File: config.mk
export PLATFORM = sky130hd
export DESIGN_NAME = sign_restore
export DESIGN_NICKNAME = d
export VERILOG_FILES = /design/src/rtl/sign_restore.sv
export SDC_FILE = /design/constraint.sdc
export NUM_CORES = 1
export LEC_CHECK = 0
export CAP_MARGIN = 15
export CORE_MARGIN = 2
export CORE_UTILIZATION = 51
export DETAILED_ROUTE_END_ITERATION = 10
export GPL_TIMING_DRIVEN = 0
export PLACE_DENSITY_LB_ADDON = 0.15
export SYNTH_ARGS = -nofsm -noshare
export SYNTH_HDL_FRONTEND = slang
export SYNTH_SLANG_ARGS = --single-unit
export TNS_END_PERCENT = 30
File: constraint.sdc
create_clock -name clk_i -period 3.9 [get_ports clk_i]
set_input_delay 1.17 -clock clk_i [delete_from_list [all_inputs] [get_ports clk_i]]
set_output_delay 1.17 -clock clk_i [all_outputs]
set_load 0.02 [all_outputs]
File: src/rtl/sign_restore.sv
// Purpose: queue operand signs in issue order and re-apply them to returning unsigned magnitudes as saturated two's complement.
// Latency: f_o/f_valid_o/sat_o are registered one cycle after mag_valid_i. count_o/in_full_o and err_o also update one cycle after the event.
// Backpressure: none downstream. A push into a full queue without a same-cycle pop is dropped and sets sticky err_o.
module sign_restore #(
    parameter int WIDTH = 16,
    parameter int DEPTH = 8
) (
    input  logic                         clk_i,
    input  logic                         reset_l_i,
    input  logic                         in_sign_i,
    input  logic                         in_push_i,
    output logic                         in_full_o,
    output logic [$clog2(DEPTH+1)-1:0]   count_o,
    input  logic [WIDTH-1:0]             mag_i,
    input  logic                         mag_valid_i,
    output logic [WIDTH-1:0]             f_o,
    output logic                         f_valid_o,
    output logic                         sat_o,
    output logic                         err_o
);

    localparam int PW = $clog2(DEPTH);
    localparam int CW = $clog2(DEPTH + 1);

    localparam logic [CW-1:0]    FULL_CNT = CW'(DEPTH);
    localparam logic [WIDTH-1:0] POS_MAX  = {1'b0, {(WIDTH-1){1'b1}}};
    localparam logic [WIDTH-1:0] NEG_MIN  = {1'b1, {(WIDTH-1){1'b0}}};

    // Sign storage. It is not reset because the pointers and count define which entries are live.
    logic              mem_q [DEPTH];
    logic [PW-1:0]     wptr_q, wptr_d;
    logic [PW-1:0]     rptr_q, rptr_d;
    logic [CW-1:0]     count_q, count_d;
    logic [WIDTH-1:0]  f_q, f_d;
    logic              f_valid_q, f_valid_d;
    logic              sat_q, sat_d;
    logic              err_q, err_d;

    logic              full;
    logic              empty;
    logic              push_ok;
    logic              pop_ok;
    logic              bypass;
    logic              mem_we;
    logic              sign_sel;
    logic [WIDTH-1:0]  conv_f;
    logic              conv_sat;

    assign full  = (count_q == FULL_CNT);
    assign empty = (count_q == '0);

    // When the queue is full, a same-cycle pop frees the slot, so the push is still accepted.
    // When the queue is empty, a same-cycle push supplies the sign that the pop needs.
    assign push_ok = in_push_i   && (!full  || mag_valid_i);
    assign pop_ok  = mag_valid_i && (!empty || in_push_i);
    assign bypass  = mag_valid_i && in_push_i && empty;

    // On a bypass the sign never lands in storage. Both pointers still advance so the queue stays empty.
    assign mem_we   = push_ok && !bypass;
    assign sign_sel = bypass ? in_sign_i : mem_q[rptr_q];

    // Convert magnitude to signed, clamping to the representable range.
    // For a negative sign, a magnitude of exactly 2^(W-1) maps to the most-negative code without saturating.
    always_comb begin
        conv_f   = mag_i;
        conv_sat = 1'b0;
        if (!sign_sel) begin
            if (mag_i[WIDTH-1]) begin
                conv_f   = POS_MAX;
                conv_sat = 1'b1;
            end
        end else begin
            if (mag_i[WIDTH-1] && (mag_i[WIDTH-2:0] != '0)) begin
                conv_f   = NEG_MIN;
                conv_sat = 1'b1;
            end else begin
                conv_f = -mag_i;
            end
        end
    end

    // Next-state for pointers, occupancy, result registers and the sticky error flag.
    always_comb begin
        wptr_d    = wptr_q;
        rptr_d    = rptr_q;
        count_d   = count_q;
        f_d       = f_q;
        sat_d     = sat_q;
        f_valid_d = 1'b0;
        err_d     = err_q;

        if (push_ok) begin
            wptr_d = wptr_q + PW'(1);
        end
        if (pop_ok) begin
            rptr_d    = rptr_q + PW'(1);
            f_d       = conv_f;
            sat_d     = conv_sat;
            f_valid_d = 1'b1;
        end

        case ({push_ok, pop_ok})
            2'b10:   count_d = count_q + CW'(1);
            2'b01:   count_d = count_q - CW'(1);
            default: count_d = count_q;
        endcase

        // Overflow: a dropped push. Underflow: a magnitude with no sign to pair it with.
        if ((in_push_i && full && !mag_valid_i) || (mag_valid_i && empty && !in_push_i)) begin
            err_d = 1'b1;
        end
    end

    // Register state. Reset is synchronous, and inputs seen during reset are ignored.
    always_ff @(posedge clk_i) begin
        if (!reset_l_i) begin
            wptr_q    <= '0;
            rptr_q    <= '0;
            count_q   <= '0;
            f_q       <= '0;
            f_valid_q <= 1'b0;
            sat_q     <= 1'b0;
            err_q     <= 1'b0;
        end else begin
            wptr_q    <= wptr_d;
            rptr_q    <= rptr_d;
            count_q   <= count_d;
            f_q       <= f_d;
            f_valid_q <= f_valid_d;
            sat_q     <= sat_d;
            err_q     <= err_d;
        end
    end

    // Write accepted signs into the slot addressed by the write pointer.
    always_ff @(posedge clk_i) begin
        if (reset_l_i && mem_we) begin
            mem_q[wptr_q] <= in_sign_i;
        end
    end

    assign in_full_o = full;
    assign count_o   = count_q;
    assign f_o       = f_q;
    assign f_valid_o = f_valid_q;
    assign sat_o     = sat_q;
    assign err_o     = err_q;

endmodule
Word-level counts from Yosys, hierarchy flattened
Memories as Yosys holds them, arrays and structs flattened. A register that Yosys moved wholly into a read port is not among the register bits.
Cells that the tools add are included.
Cells by class
  $add $sub $neg: 5
  equality and inequality tests: 3
  muxes and demuxes: 13
  reduce and logical (&&, ||, !) cells: 22
Operators with widths (count)
  16-bit two-way mux: 2
  16-bit negator: 1
  15-bit two-way mux: 1
  15-bit nonzero test: 1
  1-bit logical AND: 11
  4-bit one-hot mux with 2 select lines: 1
  1-bit two-way mux: 7
  3-bit by 1-bit adder with 3-bit output, second input constant: 2
  3-bit two-way mux: 2
  1-bit logical NOT: 5
  4-bit by 1-bit adder with 4-bit output, second input constant: 1
  4-bit equality test, second input constant: 1
  4-bit logical NOT: 1
  4-bit by 1-bit subtractor with 4-bit output, second input constant: 1
  1-bit logical OR: 3
  2-bit by 1-bit equality test with 1-bit output, second input constant: 1
  2-bit equality test, second input constant: 1
  2-bit nonzero test: 1
Word-level totals
  register bits after elaboration: 29
  RAM bits: 8
  input bits: 21
  output and inout port bits: 24
  word-level logic and storage cells: 51
  memories kept: 1
Memories
  mem_q: words 8, bits a word 1, read ports 1, clocked after Yosys merged registers in 1, write ports 1, RTL line 30  | logic mem_q [DEPTH];

Longest topological paths before layout
  word-level depth: 8
  gate-level depth with buffers: 12
  mapped depth without buffers: 10

Least setup slack after synthesis
Ideal clock, no wire load.
  kind: input to register
  from: input port in_push_i
  to: register count_q[2] (netlist: count_o[2])
  setup time: 76 ps
  data arrival time: 3064 ps
  required time: 3824 ps
  path slack: 760 ps
  cell stages on the path: 10
  buffers on the path: 1
  path through: o21ai_2 inv_2 clkbuf_1 ha_1 xor2_1 ha_1 a21oi_1 xor2_1 or3_1 a21boi_0
On the way
  longest elaborated chain between the ends: 4
  elaborated cells between the ends (all ways): 7
  those cells by class: eq/ne: 2; mux: 1; reduce/logical: 4
Ends and longest elaborated chain
  start: declaration: RTL line 11  | input logic in_push_i,
  1-bit logical OR: RTL line 55  | assign pop_ok = mag_valid_i && (!empty || in_push_i);
  1-bit logical AND: RTL line 55
  2-bit by 1-bit equality test with 1-bit output or 2-bit equality test (tied branches): RTL line 102  | case ({push_ok, pop_ok})
  4-bit one-hot mux with 2 select lines or 2-bit nonzero test (tied branches)
  end signal: assignment: RTL line 127  | count_q <= count_d;
  end: declaration: RTL line 33  | logic [CW-1:0] count_q, count_d;
Several ways; a longest one is shown, not always the timed one.
A chain may end at the register's enable or synchronous reset.

Final worst setup path
  from: input port mag_i[0]
  to: register f_q[11] (netlist: f_o[11])
On the way
  longest elaborated chain between the ends: 4
  elaborated cells between the ends (all ways): 5
  those cells by class: add/sub: 1; mux: 2; reduce/logical: 2
Ends and longest elaborated chain
  start: declaration: RTL line 14  | input logic [WIDTH-1:0] mag_i,
  parallel branches: the longest is 2 deep, another holds 16-bit negator
  16-bit two-way mux *: RTL line 73  | if (mag_i[WIDTH-1] && (mag_i[WIDTH-2:0] != '0)) begin
  16-bit two-way mux *: RTL line 67  | if (!sign_sel) begin
  end signal: assignment: RTL line 120  | f_q <= '0;
  end signal: assignment: RTL line 128  | f_q <= f_d;
  end: declaration: RTL line 34  | logic [WIDTH-1:0] f_q, f_d;
Every way passes the cells marked *.

==> results.json <==
{
  "worst-path-buf-inv": 2,
  "max_stage_delay_ns": 0.58,
  "worstSetupEndpointType": "flip-flop",
  "switching_share": 0.3722,
  "cts_made_buffers": 5,
  "grt_remaining_overflow": 0,
  "clkPwrFrac": 0.210,
  "die_area_um2": 4776,
  "post_synth_instance_area_um2": 2162,
  "tritoncts": "done",
  "worst_max_slew_margin_expressed_relative_to_the_limit": 0.5563,
  "route.vias.total": 1990,
  "unrepaired_setup_endpoints_after_global_routing": "no",
  "timing.critical_path.fanout_max": 8,
  "average_vias_per_placed_instance": 5.686,
  "timing_hold_violations_final": 0,
  "drive_gt1_frac": 0.07000,
  "worst_path_max_delay_cell": "sky130_fd_sc_hd__o21ai_1",
  "grt_pass1_wl_um": 8390,
  "p_per_area_nw_per_um2": 612.5,
  "synth_seq_area_share": 0.4074,
  "die_h_um": 69.11,
  "r2r_end": "count_o[2]",
  "diodes": 0,
  "avgSynthCellArea_um2": 8.614,
  "cp_top_family": "simple AND/OR/NAND/NOR gates",
  "timing.critical_path.cells": "clkdlybuf4s50_1 -> inv_1 -> ha_1 -> nor3b_1 -> nand2_1 -> o21ai_1 -> nand2_2 -> or3_1 -> a31oi_1",
  "timing.final.setup_violations": 0,
  "drc_errors": 0,
  "clock_sinks": 40,
  "clock_latency_ns": 0.30,
  "min_delay_endpoint": "f_o[15]",
  "type_of_the_worst_setup_path": "in2reg",
  "synthToLayoutAreaGrowth_pct": 28.13,
  "fmax_ghz": 0.2849,
  "largest_net_degree_at_the_start_of_global_routing": 14,
  "cap_viol_max_count": 0,
  "detail_route.wirelength_um": 5035,
  "globalplace.congestion": 0.9215,
  "worst-endpoint-arrival_ns": 3.73,
  "drt_iter0_markers": 156,
  "synth.ff_latch_count": 40,
  "worstReg2RegStart": "count_o[1]",
  "switching_power_uw": 631.6,
  "placeableCoreArea_um2": 4029,
  "flop_pwr_share": 0.338,
  "result_of_the_run": "completed",
  "worstHoldStart": "f_o[15]",
  "cts.repair_timing.setup_buffer_count": 0,
  "reg2reg_slack_ns": 0.81,
  "floorplan.initialDensity": 0.5366,
  "boundaryPins": 45,
  "layout.cells.most_common_list": "sky130_fd_sc_hd__clkdlybuf4s50_1 (42), sky130_fd_sc_hd__dfxtp_1 (32), sky130_fd_sc_hd__nor2_1 (27)",
  "post_synth_inst_count": 251,
  "post_synthesis_net_count": 278,
  "period_minus_slack_ns": 3.510,
  "crit_required_ns": 4.12,
  "power.share.combinational": 0.451,
  "layout.cells.most_common": "sky130_fd_sc_hd__clkdlybuf4s50_1",
  "antenna_violations_before_repair": 0,
  "clock_tree_root_driver_cell": "sky130_fd_sc_hd__clkbuf_8",
  "worst_setup_path_start_kind": "primary input",
  "min_path_type": "reg2reg",
  "chipWidth_um": 69.11,
  "hold-path-cell-count": 2,
  "worst_slew_pin_slew_ns": 0.6611,
  "vdd.ir_drop.worst_uv": 437.6,
  "worst_setup_hold_path_clk_slew_ns": 0.08,
  "max-clock-path-buffers": 2,
  "dpl.hpwl_um": 3688,
  "groute.usage.overall": 0.2155,
  "post_synth_num_cell_types": 52,
  "synth.yosys.warnings": 0,
  "layout.core_utilization": 0.6876,
  "post_detailed_route_wirelength_per_cell_um": 14.39,
  "grt_pass1_vias": 1845,
  "dr.pass1.iters": 4,
  "worst_clock_skew_ns": 0.007563,
  "cell_internal_pwr_uw": 1065,
  "nNetsFinal": 326,
  "maxSlewViolCount": 0,
  "totalPowerFinal_uw": 1697,
  "setup_total_negative_slack_ns": 0,
  "fin_crit_sh": 0.8999,
  "fp-row-count": 23,
  "count_of_input_and_output_buffers": 42,
  "cts-htree-levels": 2,
  "antenna_violating_nets_post_route": 0,
  "leakage_uw": 0.0009993,
  "worst-r2r-cell-count": 11
}
[metrics by stage]
stage / hold WS [ns] / setup slack (ns) / cells / area, um^2
after floorplan: 0.4667 / 0.7604 / 251 / 2162
after global placement: 0.4538 / -0.1603 / 343 / 2645
after detailed placement: 0.4565 / -0.2157 / 343 / 2645
after CTS: 0.4721 / 0.08507 / 351 / 2766
after global routing: 0.4988 / 0.1433 / 350 / 2770
final: 0.4671 / 0.3904 / 350 / 2770
[worst min-delay path, delay by kind of cell (launching register included)]
| family | cells | cell delay [ns] |
|---|---|---|
| AO/OA/AOI/OAI | 1 | 0.06 |
| flip-flops | 1 | 0.32 |
| AND/OR/NAND/NOR | 1 | 0.05 |
[Yosys cell counts, drive strengths merged]
master / instances / share of area
o32a: 1 / 0.0046
dfxtp: 32 / 0.30
o21a: 4 / 0.017
nor4: 2 / 0.0087
and4b: 1 / 0.0046
inv: 7 / 0.012
a211o: 1 / 0.0041
and3: 1 / 0.0029
nor2b: 4 / 0.012
o211ai: 1 / 0.0035
o22ai: 1 / 0.0029
nor4b: 2 / 0.0081
o21ai: 22 / 0.058
or4: 2 / 0.0069
xor2: 3 / 0.012
a21oi: 21 / 0.050
nor3: 12 / 0.028
nand4: 3 / 0.0087
clkbuf: 8 / 0.014
nor3b: 1 / 0.0035
a221oi: 1 / 0.0041
xnor2: 6 / 0.024
edfxtp: 8 / 0.11
o31ai: 5 / 0.017
nor2: 27 / 0.047
o31a: 2 / 0.0081
or4b: 1 / 0.0046
nand4b: 1 / 0.0041
mux2i: 5 / 0.023
nand2b: 4 / 0.012
a211oi: 1 / 0.0035
or3: 4 / 0.012
a21bo: 1 / 0.0046
a31oi: 8 / 0.023
a21o: 1 / 0.0035
buf: 3 / 0.0081
and2: 6 / 0.017
nand2: 18 / 0.032
a21boi: 5 / 0.017
o32ai: 1 / 0.0041
ha: 6 / 0.035
nand3: 7 / 0.016
mux4: 1 / 0.010
[kinds of logic (layout without fill, tap and decap cells)]
family                   Yosys count  after routing  share of synthesized area
AO/OA/AOI/OAI                     76             76                     0.2263
AND/OR/NAND/NOR                   96             96                     0.2274
flip-flops                        40             40                     0.4074
XOR/XNOR                           9              9                    0.03646
buffers and inverters             18             67                    0.03415
multiplexers                       6              6                    0.03356
adder cells (fa/ha/maj)            6              6                    0.03472
[worst max path at each step]
stage / start / endpoint / slack, ns / cells after the start
6_report: mag_i[0] / f_o[11] / 0.39 / 9
5_1_grt: mag_i[0] / f_o[11] / 0.14 / 9
4_1_cts: in_push_i / count_o[2] / 0.09 / 11
3_5_place_dp: in_push_i / count_o[2] / -0.22 / 11
3_3_place_gp: in_push_i / count_o[2] / -0.16 / 11
2_1_floorplan: in_push_i / count_o[2] / 0.76 / 10
[metal layers]
layer / wire length (um) / part of all wire / global-route usage
met2: 2409 / 0.48 / 0.3600
met4: 64 / 0.013 / 0.07407
met5: 0 / 0 / 0
met3: 244 / 0.048 / 0.05556
met1: 2316 / 0.46 / 0.2694
[what timing repair did]
item | CTS | global route
gates resized for setup | 0 | 1
hold buffers | 0 | 0
setup endpoints to repair | 0 | 2
[layout make-up]
cell class | count | area, um^2
fill | 330 | 1259
inverter | 7 | 26.28
multi-input combinational | 193 | 1215
tap | 50 | 62.56
timing repair buffer | 42 | 420.4
sequential | 40 | 880.8
clock inverter | 2 | 38.79
clock buffer | 6 | 82.58
buffer | 10 | 43.79
[sequential cells by signal (all words and copies together), names as in the netlist, named ones only]
| name | cells |
|---|---|
| f_o | 16 |
| f_valid_o | 1 |
| wptr_q | 3 |
| err_o | 1 |
| sat_o | 1 |
| mem_q | 8 |
| rptr_q | 3 |
| count_o | 4 |
[power by group through the flow]
stage               Combinational [uW]  Clock, uW  Sequential [uW]
global placement                   748          0              582
CTS                                765        363              575
detailed placement                 760          0              583
finish                             766        357              574
floorplan                          412          0              659
global route                       836        380              587
Note: power is estimated with default switching activity, not from simulation.
